[src/rtl/fetch_unit.sv]
// ============================================================================
// Module   : fetch_unit
// Brief    : Instruction fetch stage with PC register and IF/ID pipeline register.
// Revision : 1.0
// ============================================================================
`default_nettype none

module fetch_unit #(
    parameter int                    DATA_WIDTH = 32,
    parameter logic [DATA_WIDTH-1:0] RESET_PC   = 32'h0000_0000
) (
    input  logic                  clk,
    input  logic                  rst,
    input  logic                  stall,
    input  logic                  flush,
    input  logic                  redirect,
    input  logic [DATA_WIDTH-1:0] redirect_target,
    output logic [DATA_WIDTH-1:0] imem_addr,
    input  logic [DATA_WIDTH-1:0] imem_instr,
    output logic [DATA_WIDTH-1:0] instr_d,
    output logic [DATA_WIDTH-1:0] pc_d,
    output logic [DATA_WIDTH-1:0] pc_plus4_d,
    output logic                  valid_d,
    output logic                  halted,
    output logic [31:0]           fetch_count
);

    localparam logic [0:0]            S_RUN    = 1'b0;
    localparam logic [0:0]            S_HALTED = 1'b1;
    localparam logic [DATA_WIDTH-1:0] C_EBREAK = DATA_WIDTH'(32'h0010_0073);
    localparam logic [DATA_WIDTH-1:0] C_FOUR   = DATA_WIDTH'(4);
    localparam logic [DATA_WIDTH-1:0] C_ALIGN  = ~DATA_WIDTH'(3);

    logic [0:0]            r_state;
    logic [0:0]            w_state_nxt;
    logic [DATA_WIDTH-1:0] r_pc;
    logic [DATA_WIDTH-1:0] r_instr;
    logic [DATA_WIDTH-1:0] r_pc_d;
    logic [DATA_WIDTH-1:0] r_pc4_d;
    logic                  r_valid;
    logic [31:0]           r_fcount;

    logic [DATA_WIDTH-1:0] w_pc_plus4;
    logic [DATA_WIDTH-1:0] w_redirect_pc;
    logic                  w_run;
    logic                  w_load;
    logic                  w_halt_load;

    assign w_pc_plus4    = r_pc + C_FOUR;
    assign w_redirect_pc = redirect_target & C_ALIGN;
    assign w_run         = (r_state == S_RUN);
    assign w_load        = w_run && !flush && !redirect && !stall;
    // An issued EBREAK parks the PC on itself so the halt address stays visible.
    assign w_halt_load   = w_load && (imem_instr == C_EBREAK);

    // State register
    always_ff @(posedge clk) begin
        if (rst) begin
            r_state <= S_RUN;
        end else begin
            r_state <= w_state_nxt;
        end
    end

    // Next-state logic
    always_comb begin
        w_state_nxt = r_state;
        case (r_state)
            S_RUN:    if (w_halt_load) w_state_nxt = S_HALTED;
            S_HALTED: w_state_nxt = S_HALTED;
            default:  w_state_nxt = S_RUN;
        endcase
    end

    // State-derived outputs
    always_comb begin
        halted = 1'b0;
        if (r_state == S_HALTED) begin
            halted = 1'b1;
        end
    end

    // PC and IF/ID datapath
    always_ff @(posedge clk) begin
        if (rst) begin
            r_pc     <= RESET_PC;
            r_instr  <= '0;
            r_pc_d   <= '0;
            r_pc4_d  <= '0;
            r_valid  <= 1'b0;
            r_fcount <= '0;
        end else if (w_run) begin
            if (redirect) begin
                r_pc <= w_redirect_pc;
            end else if (!stall && !w_halt_load) begin
                r_pc <= w_pc_plus4;
            end

            if (flush || redirect) begin
                r_valid <= 1'b0;
            end else if (!stall) begin
                r_instr <= imem_instr;
                r_pc_d  <= r_pc;
                r_pc4_d <= w_pc_plus4;
                r_valid <= 1'b1;
            end

            if (w_load && (r_fcount != 32'hFFFF_FFFF)) begin
                r_fcount <= r_fcount + 32'd1;
            end
        end else begin
            r_valid <= 1'b0;
        end
    end

    assign imem_addr   = r_pc;
    assign instr_d     = r_instr;
    assign pc_d        = r_pc_d;
    assign pc_plus4_d  = r_pc4_d;
    assign valid_d     = r_valid;
    assign fetch_count = r_fcount;

endmodule

`default_nettype wire

[config.mk]
export PLATFORM = sky130hd
export DESIGN_NAME = fetch_unit
export DESIGN_NICKNAME = d
export VERILOG_FILES = /design/src/rtl/fetch_unit.sv
export SDC_FILE = /design/constraint.sdc
export NUM_CORES = 1
export LEC_CHECK = 0
export BUFFER_PORTS_ARGS = -buffer_cell sky130_fd_sc_hd__buf_2
export CAP_MARGIN = 40
export CORE_ASPECT_RATIO = 0.75
export CORE_UTILIZATION = 55
export DETAILED_ROUTE_END_ITERATION = 6
export PLACE_DENSITY = 0.91
export SYNTH_ARGS = -nofsm -noshare
export SYNTH_HDL_FRONTEND = slang
export SYNTH_SLANG_ARGS = --single-unit
[constraint.sdc]
create_clock -name clk -period 4.45 [get_ports clk]
set_clock_uncertainty 0.1 [all_clocks]
set_input_delay 0.445 -clock clk [delete_from_list [all_inputs] [get_ports clk]]
set_output_delay 0.445 -clock clk [all_outputs]
set_load 0.01 [all_outputs]
; ---- Word-level counts from Yosys, hierarchy flattened
; Cells that the tools add are included.
[classes]
n_addsub = 2
eq_ne = 2
mux = 5
n_bitwise = 3
reduce_logical = 16
[ops]
columns = op, count
row1 = two-way mux 32 bit, 2
row2 = adder 32 x 1 -> 32 bit (second input constant), 1
row3 = adder 32 x 3 -> 32 bit (second input constant), 1
row4 = == test 32 x 21 -> 1 bit (second input constant), 1
row5 = != test 32 bit (second input constant), 1
row6 = logical AND 1 bit, 6
row7 = zero test 1 bit, 4
row8 = AND reduction 2 bit, 2
row9 = inverter 1 bit, 3
row10 = AND reduction 3 bit, 1
row11 = OR reduction 3 bit, 1
row12 = two-way mux 1 bit, 2
row13 = one-hot mux 1 bit (2 select lines), 1
row14 = nonzero test 2 bit, 1
row15 = logical OR 1 bit, 1
[totals]
ff_bits = 162
output_inout_bits = 162
elab_cells = 35

; ---- Logic depth before layout (Yosys ltp)
[depth]
word_depth = 9
ltp_mapped = 8

; ---- Least setup slack after synthesis
; Ideal clock, no wire load.
[synth_path]
kind = input to register
start = input port redirect
end = register r_fcount[31], in the netlist fetch_count[31]
setup_ns = 0.121
arrival_time_ns = 2.008
required_time_ns = 4.229
slack_ns = 2.221
stages = 6
n_path_buf = 1
cell_sequence = buf_2 nor4_4 nand3_2 a211o_1 nor4_1 mux2_2
[synth_between]
elab_chain_cells = 5
[synth_rtl]
columns = element, line_no
row1 = from (decl), 16  ; input logic redirect,
row2 = zero test 1 bit, 52  ; assign w_load = w_run && !flush && !redirect && !stall;
row3 = logical AND 1 bit (2 in series), 52
row4 = logical AND 1 bit, 108  ; if (w_load && (r_fcount != 32'hFFFF_FFFF)) begin
row5 = AND reduction 2 bit (no line), n/a
row6 = to (signal assigned), 109  ; r_fcount <= r_fcount + 32'd1;
row7 = to (decl), 41  ; logic [31:0] r_fcount;
; No other way between the ends.
; A chain may end at the register's enable or synchronous reset.

; ---- Worst setup path in the final report
; Ends and elaborated chain as after synthesis.

==> impl_metrics.env <==
export IMPL_path_class="primary input to register"
export IMPL_whs_ns=0.163
export IMPL_clock_latency_ns=0.42
export IMPL_cts_buffer_depth=2
export IMPL_rsz0062_at_grt="no"
export IMPL_cp_max_fo=23
export IMPL_die_y_um=101
export IMPL_max_vdd_ir_drop_mv=0.278
export IMPL_dpl_hpwl_mm=14.4
export IMPL_hp_start="imem_instr[5]"
export IMPL_post_dp_cell_area_um2=8310
export IMPL_setup_tns_ns=0
export IMPL_violations="design-rule violations"
export IMPL_pre_cts_slack_ns=1.45
export IMPL_ys_types=56
export IMPL_cp_data_required_time_ns=4.67
export IMPL_fin_util=0.712
export IMPL_clock_fmax_mhz=382
export IMPL_yosys_top_cells_count="172 x nand2_1, 156 x dfxtp_1, 115 x a21oi_1, 63 x nor2_1, 55 x clkbuf_1"
export IMPL_power_density_nw_per_um2=360
export IMPL_min_period_ns=2.62
export IMPL_fin_crit_sh=0.589
export IMPL_cts_root_buf="clkbuf_16"
export IMPL_clockPowerShare=0.441
export IMPL_worstSetupEndpointType="register"
export IMPL_ys_ff_latch=156
export IMPL_holdPathStages=3
export IMPL_drcViolationCount=1
export IMPL_hp_class="primary input to register"
export IMPL_crit_chain="buf_2 -> nor4_4 -> nand3_2 -> a211o_1 -> nor4_1 -> mux2_2"
export IMPL_cp_buffers_inverters=1
export IMPL_crit_path_start_kind="primary input"
export IMPL_maxCapViolations=0
export IMPL_place_congestion=0.870
export IMPL_cp_top_family="simple AND/OR/NAND/NOR gates"
export IMPL_final_area_um2=8880
export IMPL_fin_cells=1271
export IMPL_overflow=0
export IMPL_n_antenna_cell=0
export IMPL_syn_to_final_growth_pct=23.7
export IMPL_switching_share=0.265
export IMPL_yosysTopAreaCell="dfxtp_1"
export IMPL_drt_pass1_iterations=7
export IMPL_h_tree_depth=4
export IMPL_drive_gt1_frac=0.255
export IMPL_seq_area_frac_synth=0.435
export IMPL_cts_tree="built"
export IMPL_port_buffers=222
export IMPL_wl_mm=20.8
export IMPL_p_int_mw=2.35
export IMPL_synth_warnings=0
export IMPL_cts_hold_repair_buffers=0
export IMPL_synthTopCellsByArea="dfxtp_1 43%, nand2_1 9.0%, a21oi_1 8.0%"
export IMPL_cts_repair_resized=0
export IMPL_hold_end="instr_d[5]"
export IMPL_status="finished, violations left"
export IMPL_grt_start_max_net_pins=69
export IMPL_antenna_found_initial=0
export IMPL_synth_area_um2=7180
export IMPL_worst_slew_pin_slew_ns=0.828
export IMPL_syn_avg_cell_area_um2=7.86
export IMPL_drv_slew=0
export IMPL_r2r_cells=5
export IMPL_power_leakage_nw=3.62
export IMPL_dp_cells=1238
export IMPL_post_cts_setup_buffers=0
export IMPL_p_sw_mw=0.848
export IMPL_cts_sinks=156
export IMPL_finalHoldViolations=0
export IMPL_synth_most_common_cell="nand2_1"
export IMPL_setup_viol_count_final=0
export IMPL_grt_pass1_vias=6656
export IMPL_syn_inst=914
export IMPL_power_frac_comb=0.090
export IMPL_cpPeakStageDelay_ns=0.56
export IMPL_core_area_um2=12500
export IMPL_die_w_um=134
export IMPL_r2r_slack_ns=1.85
export IMPL_arrival_ns=2.84
export IMPL_dieArea_um2=13500
export IMPL_grt_pass1_wl_mm=33.4
export IMPL_r2r_end="fetch_count[31]"
export IMPL_synth_edf_count=0
export IMPL_startpoint="redirect"
export IMPL_r2r_start="fetch_count[3]"
export IMPL_fp_row_count=35
export IMPL_antenna_left=0
export IMPL_numCtsBuffers=17
export IMPL_fin_total_pwr_mw=3.20
export IMPL_vias=7471
export IMPL_pin_count=231
export IMPL_viasPerCell=5.88
export IMPL_initial_core_util=0.575
export IMPL_crit_slowest_cell="nor4_4"
export IMPL_grtUsageTotal=0.310
export IMPL_ys_async_sr_fraction=0
export IMPL_nets=1163
export IMPL_fin_ws_ns=1.83
export IMPL_slew_headroom=0.448
export IMPL_synth_top_area_share=0.435
export IMPL_drtIter0Drc=575
export IMPL_synth_ff_type="dfxtp_1"
export IMPL_wire_per_inst_um=16.3
export IMPL_cts_reportedPaths_clkPinSlew_ns=0.07
export IMPL_p_seq_frac=0.468
[state kept, by name, indices dropped and copies added (netlist names)]
signal	flops
instr_d	32
pc_plus4_d	30
valid_d	1
imem_addr	30
pc_d	30
fetch_count	32
r_state	1
[tightest hold or removal path, delay by kind of cell]
kind / cells / cell delay [ns]
compound gates: 1 / 0.05
buf+inv: 1 / 0.10
simple gates: 1 / 0.05
[cell type report]
type | count | area (µm²)
Sequential cell | 156 | 3120
Multi-Input combinational cell | 670 | 3700
Inverter | 13 | 48.8
Tap cell | 166 | 208
Timing Repair Buffer | 234 | 1230
Fill cell | 990 | 3600
Clock inverter | 14 | 134
Clock buffer | 18 | 439
[layer usage]
metal  up-vias  share of wire  track usage
li1       3578              -            -
met1      3496           0.44        0.423
met2       362           0.46        0.482
met3        35          0.087       0.0749
met4         0          0.020       0.0997
met5         -              0            0
[layout by cell type, fill, tap and decap left out, types with 4 or more instances in the layout]
cell type | Yosys | final
o31ai_1 | 12 | 11
nor4_1 | 16 | 16
nor2_1 | 63 | 63
nor3_1 | 16 | 16
and2_1 | 7 | 7
and3_1 | 17 | 17
nand2_1 | 172 | 172
a22o_1 | 4 | 4
clkbuf_16 | 0 | 17
xor2_1 | 10 | 10
o31a_1 | 4 | 4
or3_1 | 12 | 11
inv_6 | 0 | 4
a21oi_1 | 115 | 115
buf_4 | 6 | 10
xnor2_1 | 20 | 20
mux2_2 | 5 | 5
nor2b_1 | 5 | 5
nand3_1 | 21 | 21
or4_1 | 4 | 4
o21ai_0 | 42 | 42
dfxtp_1 | 156 | 156
nand2b_1 | 7 | 7
conb_1 | 1 | 6
buf_2 | 13 | 222
a31oi_1 | 13 | 13
inv_1 | 12 | 12
a2111oi_0 | 7 | 7
o311ai_0 | 4 | 4
and4_1 | 10 | 10
nand4_1 | 23 | 23
clkinvlp_4 | 0 | 4
a211oi_1 | 18 | 18
[worst max-delay path by stage]
stage	endpoint	slack, ns	cells after the start
5_1_grt	imem_addr[24]	1.60	7
4_1_cts	fetch_count[9]	1.80	5
2_1_floorplan	fetch_count[31]	2.22	6
3_3_place_gp	imem_addr[24]	1.44	6
3_5_place_dp	fetch_count[31]	1.45	6
6_report	fetch_count[31]	1.83	6
[cell families after synthesis]
kind of cell / count (synthesis) / synth area share
AND/OR/NAND/NOR: 388 / 0.264
AO/OA/AOI/OAI: 238 / 0.197
other: 1 / 0.000522
buffers and inverters: 93 / 0.0540
adder cells (fa/ha/maj): 2 / 0.00348
multiplexers: 6 / 0.00923
XOR/XNOR: 30 / 0.0366
flip-flops: 156 / 0.435
[power by group through the flow]
stage | sequential (mW) | combinational (mW) | clock (mW)
floorplan | 1.53 | 0.161 | 0
global placement | 1.53 | 0.278 | 0
detailed placement | 1.53 | 0.286 | 0
CTS | 1.50 | 0.288 | 1.42
global route | 1.51 | 0.321 | 1.49
finish | 1.50 | 0.289 | 1.41
Note: power is estimated with default switching activity, not from simulation.
